===== src/rtl/icache_refill_ctrl_if.sv =====
// Miss, refill-request, response-beat and block-write signals of the I-cache refill controller.
// The slave modport is the controller side; the master modport is the fetch/memory side.
interface icache_refill_ctrl_if #(
  parameter int SIZE_PC     = 32,
  parameter int CACHE_WIDTH = 256,
  parameter int MEM_WIDTH   = 64
);
  logic                   miss_i;
  logic [SIZE_PC-1:0]     missAddr_i;
  logic                   flush_i;
  logic                   memReqValid_o;
  logic [SIZE_PC-1:0]     memReqAddr_o;
  logic                   memReqReady_i;
  logic                   memRespValid_i;
  logic [MEM_WIDTH-1:0]   memRespData_i;
  logic                   wrEnable_o;
  logic [SIZE_PC-1:0]     wrAddr_o;
  logic [CACHE_WIDTH-1:0] instBlock_o;
  logic                   busy_o;
  logic [15:0]            refillCount_o;

  modport slave (
    input  miss_i, missAddr_i, flush_i, memReqReady_i, memRespValid_i, memRespData_i,
    output memReqValid_o, memReqAddr_o, wrEnable_o, wrAddr_o, instBlock_o, busy_o, refillCount_o
  );

  modport master (
    output miss_i, missAddr_i, flush_i, memReqReady_i, memRespValid_i, memRespData_i,
    input  memReqValid_o, memReqAddr_o, wrEnable_o, wrAddr_o, instBlock_o, busy_o, refillCount_o
  );
endinterface


===== src/rtl/icache_refill_ctrl.sv =====
// L1 I-cache refill: one block request, BEATS response beats assembled, one-cycle block write.
// Miss to write strobe is 2 + BEATS cycles minimum; request held until ready, beats may have gaps.
module icache_refill_ctrl #(
  parameter int SIZE_PC     = 32,
  parameter int CACHE_WIDTH = 256,
  parameter int MEM_WIDTH   = 64
) (
  input logic               clk,
  input logic               reset,
  icache_refill_ctrl_if.slave bus
);

  localparam int BEATS = CACHE_WIDTH / MEM_WIDTH;
  localparam int CW    = (BEATS > 1) ? $clog2(BEATS) : 1;
  localparam int OFFS  = $clog2(CACHE_WIDTH / 8);
  localparam logic [CW-1:0] LAST_BEAT = CW'(BEATS - 1);

  typedef enum logic [2:0] {IDLE, REQ, RECV, WRITE, DRAIN} state_e;

  state_e                 state_q, state_d;
  logic [CW-1:0]          cnt_q, cnt_d;
  logic [SIZE_PC-1:0]     addr_q, addr_d;
  logic [CACHE_WIDTH-1:0] block_q, block_d;
  logic [15:0]            refill_cnt_q, refill_cnt_d;

  always_ff @(posedge clk or negedge reset) begin
    if (!reset) begin
      state_q      <= IDLE;
      cnt_q        <= '0;
      addr_q       <= '0;
      block_q      <= '0;
      refill_cnt_q <= '0;
    end else begin
      state_q      <= state_d;
      cnt_q        <= cnt_d;
      addr_q       <= addr_d;
      block_q      <= block_d;
      refill_cnt_q <= refill_cnt_d;
    end
  end

  always_comb begin
    state_d      = state_q;
    cnt_d        = cnt_q;
    addr_d       = addr_q;
    block_d      = block_q;
    refill_cnt_d = refill_cnt_q;

    case (state_q)
      IDLE: begin
        if (bus.miss_i && !bus.flush_i) begin
          addr_d           = bus.missAddr_i;
          addr_d[OFFS-1:0] = '0;
          state_d          = REQ;
        end
      end
      REQ: begin
        // An accepted request must still be drained even if flushed in the same cycle.
        if (bus.memReqReady_i) begin
          cnt_d   = '0;
          state_d = bus.flush_i ? DRAIN : RECV;
        end else if (bus.flush_i) begin
          state_d = IDLE;
        end
      end
      RECV: begin
        if (bus.memRespValid_i) begin
          cnt_d = (cnt_q == LAST_BEAT) ? '0 : cnt_q + 1'b1;
          if (!bus.flush_i) begin
            block_d[int'(cnt_q)*MEM_WIDTH +: MEM_WIDTH] = bus.memRespData_i;
          end
          if (cnt_q == LAST_BEAT) begin
            state_d = bus.flush_i ? IDLE : WRITE;
          end else if (bus.flush_i) begin
            state_d = DRAIN;
          end
        end else if (bus.flush_i) begin
          state_d = DRAIN;
        end
      end
      WRITE: begin
        refill_cnt_d = refill_cnt_q + 16'd1;
        state_d      = IDLE;
      end
      DRAIN: begin
        if (bus.memRespValid_i) begin
          cnt_d = (cnt_q == LAST_BEAT) ? '0 : cnt_q + 1'b1;
          if (cnt_q == LAST_BEAT) begin
            state_d = IDLE;
          end
        end
      end
      default: state_d = IDLE;
    endcase
  end

  assign bus.memReqValid_o = (state_q == REQ);
  assign bus.memReqAddr_o  = addr_q;
  assign bus.wrEnable_o    = (state_q == WRITE);
  assign bus.wrAddr_o      = addr_q;
  assign bus.instBlock_o   = block_q;
  assign bus.busy_o        = (state_q != IDLE);
  assign bus.refillCount_o = refill_cnt_q;

endmodule

===== src/flat_wrapper.sv =====
// flat-port wrapper written by rule: the top's interface ports become plain ports
module icache_refill_ctrl_flat 
#(
  parameter int SIZE_PC     = 32,
  parameter int CACHE_WIDTH = 256,
  parameter int MEM_WIDTH   = 64
)
  (clk, reset, bus_miss_i, bus_missAddr_i, bus_flush_i, bus_memReqReady_i, bus_memRespValid_i, bus_memRespData_i, bus_memReqValid_o, bus_memReqAddr_o, bus_wrEnable_o, bus_wrAddr_o, bus_instBlock_o, bus_busy_o, bus_refillCount_o);
  icache_refill_ctrl_if #(.SIZE_PC(SIZE_PC), .CACHE_WIDTH(CACHE_WIDTH), .MEM_WIDTH(MEM_WIDTH)) bus_i ();
  input logic clk;
  input logic reset;
  input wire logic [$bits(bus_i.miss_i)-1:0] bus_miss_i;
  input wire logic [$bits(bus_i.missAddr_i)-1:0] bus_missAddr_i;
  input wire logic [$bits(bus_i.flush_i)-1:0] bus_flush_i;
  input wire logic [$bits(bus_i.memReqReady_i)-1:0] bus_memReqReady_i;
  input wire logic [$bits(bus_i.memRespValid_i)-1:0] bus_memRespValid_i;
  input wire logic [$bits(bus_i.memRespData_i)-1:0] bus_memRespData_i;
  output wire logic [$bits(bus_i.memReqValid_o)-1:0] bus_memReqValid_o;
  output wire logic [$bits(bus_i.memReqAddr_o)-1:0] bus_memReqAddr_o;
  output wire logic [$bits(bus_i.wrEnable_o)-1:0] bus_wrEnable_o;
  output wire logic [$bits(bus_i.wrAddr_o)-1:0] bus_wrAddr_o;
  output wire logic [$bits(bus_i.instBlock_o)-1:0] bus_instBlock_o;
  output wire logic [$bits(bus_i.busy_o)-1:0] bus_busy_o;
  output wire logic [$bits(bus_i.refillCount_o)-1:0] bus_refillCount_o;
  assign bus_i.miss_i = bus_miss_i;
  assign bus_i.missAddr_i = bus_missAddr_i;
  assign bus_i.flush_i = bus_flush_i;
  assign bus_i.memReqReady_i = bus_memReqReady_i;
  assign bus_i.memRespValid_i = bus_memRespValid_i;
  assign bus_i.memRespData_i = bus_memRespData_i;
  assign bus_memReqValid_o = bus_i.memReqValid_o;
  assign bus_memReqAddr_o = bus_i.memReqAddr_o;
  assign bus_wrEnable_o = bus_i.wrEnable_o;
  assign bus_wrAddr_o = bus_i.wrAddr_o;
  assign bus_instBlock_o = bus_i.instBlock_o;
  assign bus_busy_o = bus_i.busy_o;
  assign bus_refillCount_o = bus_i.refillCount_o;
  icache_refill_ctrl #(.SIZE_PC(SIZE_PC), .CACHE_WIDTH(CACHE_WIDTH), .MEM_WIDTH(MEM_WIDTH)) u_core (.clk(clk), .reset(reset), .bus(bus_i));
endmodule

===== config.mk =====
export PLATFORM = sky130hd
export DESIGN_NAME = icache_refill_ctrl_flat
export DESIGN_NICKNAME = d
export VERILOG_FILES = /design/src/rtl/icache_refill_ctrl_if.sv /design/src/rtl/icache_refill_ctrl.sv /design/src/flat_wrapper.sv
export SDC_FILE = /design/constraint.sdc
export NUM_CORES = 1
export LEC_CHECK = 0
export BUFFER_PORTS_ARGS = -buffer_cell sky130_fd_sc_hd__buf_2
export CORE_MARGIN = 2
export CORE_UTILIZATION = 38
export DETAILED_ROUTE_END_ITERATION = 12
export GPL_TIMING_DRIVEN = 0
export PLACE_DENSITY = 0.65
export SYNTH_ARGS = -nofsm -noshare
export SYNTH_HDL_FRONTEND = slang
export SYNTH_SLANG_ARGS = --single-unit
export TNS_END_PERCENT = 20

===== constraint.sdc =====
create_clock -name clk -period 2.83 [get_ports clk]
set_clock_uncertainty 0.2 [all_clocks]
set_input_delay 0.566 -clock clk [delete_from_list [all_inputs] [get_ports clk]]
set_output_delay 0.566 -clock clk [all_outputs]
set_load 0.01 [all_outputs]

# Word-level counts from Yosys, hierarchy flattened

Cells that the tools add are included.

Add/subtract/negate cells: 3
Equal/unequal tests: 11
Shift-type cells: 2
Mux-type cells: 16
Bitwise logic cells: 1
Reduce and logical (&&, ||, !) cells: 10

Operators with widths:

| kind                        | number |
|---|---|
| $bwmux W256                 | 1 |
| $shift A64 B33 Y256 const A | 1 |
| $shiftx A64 B33 Y256        | 1 |
| $neg A8 Y33                 | 1 |
| $mux W3                     | 9 |
| $add A16 B1 Y16 const B     | 1 |
| $pmux W3 S4                 | 1 |
| $mux W2                     | 4 |
| $eq A3 B2 Y1 const B        | 2 |
| $ne A2 B1 Y1 const B        | 3 |
| $reduce_and A3 Y1           | 2 |
| $ne A2 B2 Y1 const B        | 2 |
| $pmux W2 S2                 | 1 |
| $reduce_and A4 Y1           | 1 |
| $eq A3 B1 Y1 const B        | 1 |
| $eq A3 B3 Y1 const B        | 1 |
| $logic_not A3 Y1            | 1 |
| $ne A3 B3 Y1 const B        | 1 |
| $reduce_bool A3 Y1          | 1 |
| $add A2 B1 Y2 const B       | 1 |
| $eq A2 B2 Y1 const B        | 1 |
| $reduce_and A2 Y1           | 1 |
| $reduce_bool A2 Y1          | 1 |
| $reduce_or A2 Y1            | 1 |
| other kinds (3)             | 3 |

Register bits after elaboration: 304
Bits of input ports: 102
Word-level logic and storage cells: 48

# Longest topological paths before layout

Word-level depth: 4
Depth in mapped cells: 8

# Worst setup path after synthesis

Ideal clock, no wire load.

Path kind: register to register
Start: reg u_core.cnt_q[0]
End: reg u_core.block_q[251], in the netlist u_core.bus.instBlock_o[251]
Library setup time: 0.077 ns
Arrival time: 1.819 ns
Slack: 0.735 ns
Stages on the path, launching flop included: 9
Period minus slack after synthesis: 2.095 ns
Cell sequence: dfrtp_1 > inv_1 > ha_1 > nand2b_1 > nor2_1 > buf_2 > buf_2 > nand2_1 > o21ai_1

Word-level cells in the longest chain between the ends: 3
Elaborated cells between the ends (all ways): 4

RTL lines:

| element                                                     | line                     | text |
|---|---|---|
| from (decl)                                                 | icache_refill_ctrl.sv:21 | `logic [CW-1:0] cnt_q, cnt_d;` |
| from (signal assigned)                                      | icache_refill_ctrl.sv:35 | `cnt_q <= cnt_d;` |
| $neg A8 Y33 (*)                                             | icache_refill_ctrl.sv:70 | `block_d[int'(cnt_q)*MEM_WIDTH +: MEM_WIDTH] = bus.memRespData_i;` |
| $shiftx A64 B33 Y256 or $shift A64 B33 Y256 (tied branches) | icache_refill_ctrl.sv:70 |  |
| $bwmux W256 (*)                                             | icache_refill_ctrl.sv:70 |  |
| to (signal assigned)                                        | icache_refill_ctrl.sv:37 | `block_q <= block_d;` |
| to (decl)                                                   | icache_refill_ctrl.sv:23 | `logic [CACHE_WIDTH-1:0] block_q, block_d;` |

Mark *: on every way between the ends. The rest lies on a longest branch, timed or not.
A chain may end at the register's enable or synchronous reset.

# Worst setup path after layout

Start: reg u_core.cnt_q[0]
End: reg u_core.block_q[192], in the netlist u_core.bus.instBlock_o[192]

Same word-level chain as after synthesis.

==> results.md <==
- The class of the most critical hold timing path is in -> reg.
- The analysis attributes to cell leakage a power of about 8.4 nW.
- For this design the ratio of total power to cell area is 789 nW/um^2.
- TritonCTS built the clock tree.
- For this run, asynchronously set or reset flops after synthesis account for 1.00.
- The mean instance size in the synthesized netlist is 9.48 um^2.
- The number of placed instances, taps included, is approximately 2200.
- The primary flip-flop cell chosen by synthesis mapping is sky130_fd_sc_hd__dfrtp_1.
- The post-placement setup slack is -0.133 ns.
- In the post-synthesis netlist, the cell with the most instances is sky130_fd_sc_hd__nand2_1.
- The finished layout holds around 2300 standard cells, fillers aside.
- Synthesis instantiated 40 different standard cells from the library.
- Counting stages on the worst path, the most repeated cell is sky130_fd_sc_hd__buf_2.
- The number of global-route vias before repair is between 10000 and 15000.
- The fraction of synthesized cell area taken by the top area cell type is 0.610.
- STA puts the critical path data required time at between 3 and 4 ns.
- The wire length of the first global-routing pass is between 60 and 70 mm.
- The die outline width is roughly 190 um.
- The first detailed-routing pass took 5 iterations.
- The clock drives just over 300 sinks.
- The CTS buffer count is 35.
- The category of the most critical setup path is reg -> reg.
- The number of antenna diodes in the final layout is 0.
- The endpoint type of the worst setup path is a register.
- At the end of the flow the core is filled with cells to 0.507.
- In this run the deepest clock path goes through 3 buffers.
- Routability-driven placement finished with a final weighted congestion of between 0.8 and 0.9.
- The total routing resource utilization after global routing is 0.238.
- Setup repair after global routing left no endpoint under its margin.
- Compared with the post-synthesis result, the final layout area differs by 31.8%.
- After technology mapping, the gate count stands at approximately 1300.
- The count of synthesis-stage warnings from yosys is 0.
- The flop and latch count out of synthesis is 304.
- During placement, the flow inserted port buffers numbering 425.
- The delay of the slowest critical-path stage is 0.52 ns.
- The die is about 190 um tall.
- The slack of the critical path is between 0.2 and 0.25 ns.
- The number of max-slew violations in the final report is 0.
- The share of the clock period used by the worst path is 0.926.
- The worst-path maximum fanout is 10.
- The die covers 34300 um^2.
- The flow ran to the end, and the final reports show no timing, DRC or antenna violations.
- The worst-path cell with the longest stage delay is sky130_fd_sc_hd__dfrtp_1.
- The share of final-layout standard cells stronger than drive strength 1 is 0.330.
- The DRC violation total after the first TritonRoute iteration is between 500 and 600.
- The setup fix buffers added after clock tree synthesis is 0.
- The H-tree was split into 2 levels.
- The part of the Yosys area used for sequential elements is 0.610.
- The tool flagged a number of max-cap violations equal to 0.
- roughly 440 I/O pins were placed.
- The library cell occupying the most area in the post-synthesis netlist is sky130_fd_sc_hd__dfrtp_1.
- IR analysis of the VDD net gives a maximum drop of 655 uV.
- The synthesized design contains 0 enable-type register cells.
- At the pin with the least slew margin, the transition time is ~0.87 ns.
- The startpoint kind of the worst setup timing path is a register.
- The pin count of the biggest net entering global routing is 120.
- The number of nets with antenna violations after routing is 0.
- The worst pin sits at a relative slew slack of 0.416.
- The detail-routed via count per cell is approximately 4.8.
- For this configuration, the core starts out at a cell density of 0.384.
- The clock-pin slew on the worst setup and hold paths is roughly 0.060 ns.
- The total overflow left after global routing is 0.
- In the post-synthesis netlist, the biggest area contributors are sky130_fd_sc_hd__dfrtp_1 61%, sky130_fd_sc_hd__nand2_1 16%, sky130_fd_sc_hd__o21ai_0 7.1%.
- The critical path goes through inv_1 -> ha_1 -> nand2b_1 -> nor2_4 -> buf_2 -> buf_2 -> nand2_1 -> o21ai_1.
- For this run, the top clock speed supported by timing is 382 MHz.
- CTS placed an instance of sky130_fd_sc_hd__clkbuf_16 at the clock tree root.
- The final number of hold-violating endpoints is 0.
- The initial antenna violation count is 0.
- Summing over every cut layer, the via total after detailed routing is ~11000.
- The total routed wirelength is a little over 40 mm.
- The number of remaining DRC errors is 0.
- Clock latency on the worst-skew pair, taken at its later pin, is about 0.5 ns.
- The total number of placement rows is between 60 and 70.
- Data on the critical path arrives at its endpoint at between 2 and 3 ns.
- Dividing the detail-routed wire length by the instance count gives roughly 18 um.
- The total number of nets in the final design is 1899.
- Setup violations remaining at the end of the flow were counted as 0.
- The core region area is between 30000 and 40000 um^2.
- The total negative slack is 0 ns.
- The netlist area before placement is 12500 um^2.
- The final critical delay including setup and external delays is 2.62 ns.
- The placed wire-length estimate is around 30 mm.
- In the synthesized netlist, the cells that appear most often are 522 x sky130_fd_sc_hd__nand2_1, 304 x sky130_fd_sc_hd__dfrtp_1, 177 x sky130_fd_sc_hd__o21ai_0.
-- logic make-up after synthesis --
| logic type | count (synthesis) | share of synthesized area |
|---|---|---|
| AOI/OAI and AO/OA | 264 | 0.107 |
| other | 1 | 0.000301 |
| muxes | 28 | 0.0253 |
| DFF | 304 | 0.610 |
| and+or+nand+nor | 568 | 0.180 |
| xor gates and xnor gates | 16 | 0.0112 |
| buffers and inverters | 128 | 0.0596 |
| adders and majority gates | 7 | 0.00702 |
-- path summary, 6_finish.rpt --
path	startpoint	end	depth (start not counted)	slack, ns
worst max-delay path	u_core.cnt_q[0]	u_core.bus.instBlock_o[192]	8	0.21
worst min-delay path	bus_missAddr_i[30]	u_core.bus.memReqAddr_o[30]	2	0.09
worst max register to register	u_core.cnt_q[0]	u_core.bus.instBlock_o[192]	8	0.21
worst min register to register	u_core.bus.instBlock_o[66]	u_core.bus.instBlock_o[66]	2	0.27
max in group asynchronous	reset	u_core.bus.instBlock_o[88]	3	0.97
min in group asynchronous	reset	u_core.bus.instBlock_o[173]	2	0.42
-- area by class of cell --
cell class | instances | area, um^2
multi-input cells | 893 | 4180
well taps | 442 | 553
flip-flops and latches | 304 | 7610
inverters | 5 | 18.8
repair buffers | 428 | 2200
plain buffers | 123 | 734
clock buffers | 53 | 1040
fillers | 3113 | 16000
clock inverters | 9 | 113
-- placed cells by master, fill, tap and decap left out, types with 3 or more instances in the layout --
cell type and count:
sky130_fd_sc_hd__buf_2 447, sky130_fd_sc_hd__buf_4 42, sky130_fd_sc_hd__buf_6 10, sky130_fd_sc_hd__clkbuf_1 46
sky130_fd_sc_hd__clkbuf_16 36, sky130_fd_sc_hd__clkbuf_2 9, sky130_fd_sc_hd__clkbuf_8 8, sky130_fd_sc_hd__clkinv_2 4
sky130_fd_sc_hd__conb_1 10, sky130_fd_sc_hd__dfrtp_1 304, sky130_fd_sc_hd__ha_1 7, sky130_fd_sc_hd__inv_1 5
sky130_fd_sc_hd__mux2_2 28, sky130_fd_sc_hd__nand2_1 522, sky130_fd_sc_hd__nand2b_1 3, sky130_fd_sc_hd__nand3_1 13
sky130_fd_sc_hd__nor2_1 8, sky130_fd_sc_hd__nor3_1 3, sky130_fd_sc_hd__o21ai_0 177, sky130_fd_sc_hd__o21ai_1 80
sky130_fd_sc_hd__xnor2_1 12, sky130_fd_sc_hd__xor2_1 4
-- per-layer routing --
layer | vias up | share of wire | global-route usage
li1 | 5166 | - | -
met1 | 5229 | 0.40 | 0.286
met2 | 440 | 0.49 | 0.419
met3 | 76 | 0.079 | 0.0574
met4 | 0 | 0.030 | 0.0765
met5 | - | 0 | 0
-- registers in the layout, summed over array words and instances, names as in the netlist --
signal	flops
u_core.bus.instBlock_o	256
u_core.bus.memReqAddr_o	27
u_core.bus.refillCount_o	16
u_core.state_q	3
u_core.cnt_q	2
-- worst max-delay path, delay by kind of cell, from the launching register on --
family                     cells  cell delay, ns
buffers and inverters          3            0.74
adders and majority gates      1            0.37
AOI/OAI and AO/OA              1            0.12
DFF                            1            0.52
and+or+nand+nor                3            0.60
-- where the power goes --
| group | switching (mW) | internal (mW) |
|---|---|---|
| logic | 1.86 | 1.35 |
| clock network | 1.79 | 2.74 |
| registers | 0.378 | 4.84 |
| total | 4.04 | 8.93 |
-- timing repair --
item,CTS,global route
setup endpoints to repair,50,160
resized for setup,1,18
endpoints found under the hold margin,74,0
hold buffers,1,0
-- through the flow --
step                total power [mW]  cell area [um^2]  hold WS (ns)
finish                          13.0             16400        0.0873
global route                    13.7             16400        0.0774
CTS                             13.1             16400        0.0710
detailed placement              8.51             15300         0.264
global placement                8.44             15200         0.259
floorplan                       7.07             12500        0.0704
No activity file was read; power rests on OpenSTA's default activity.
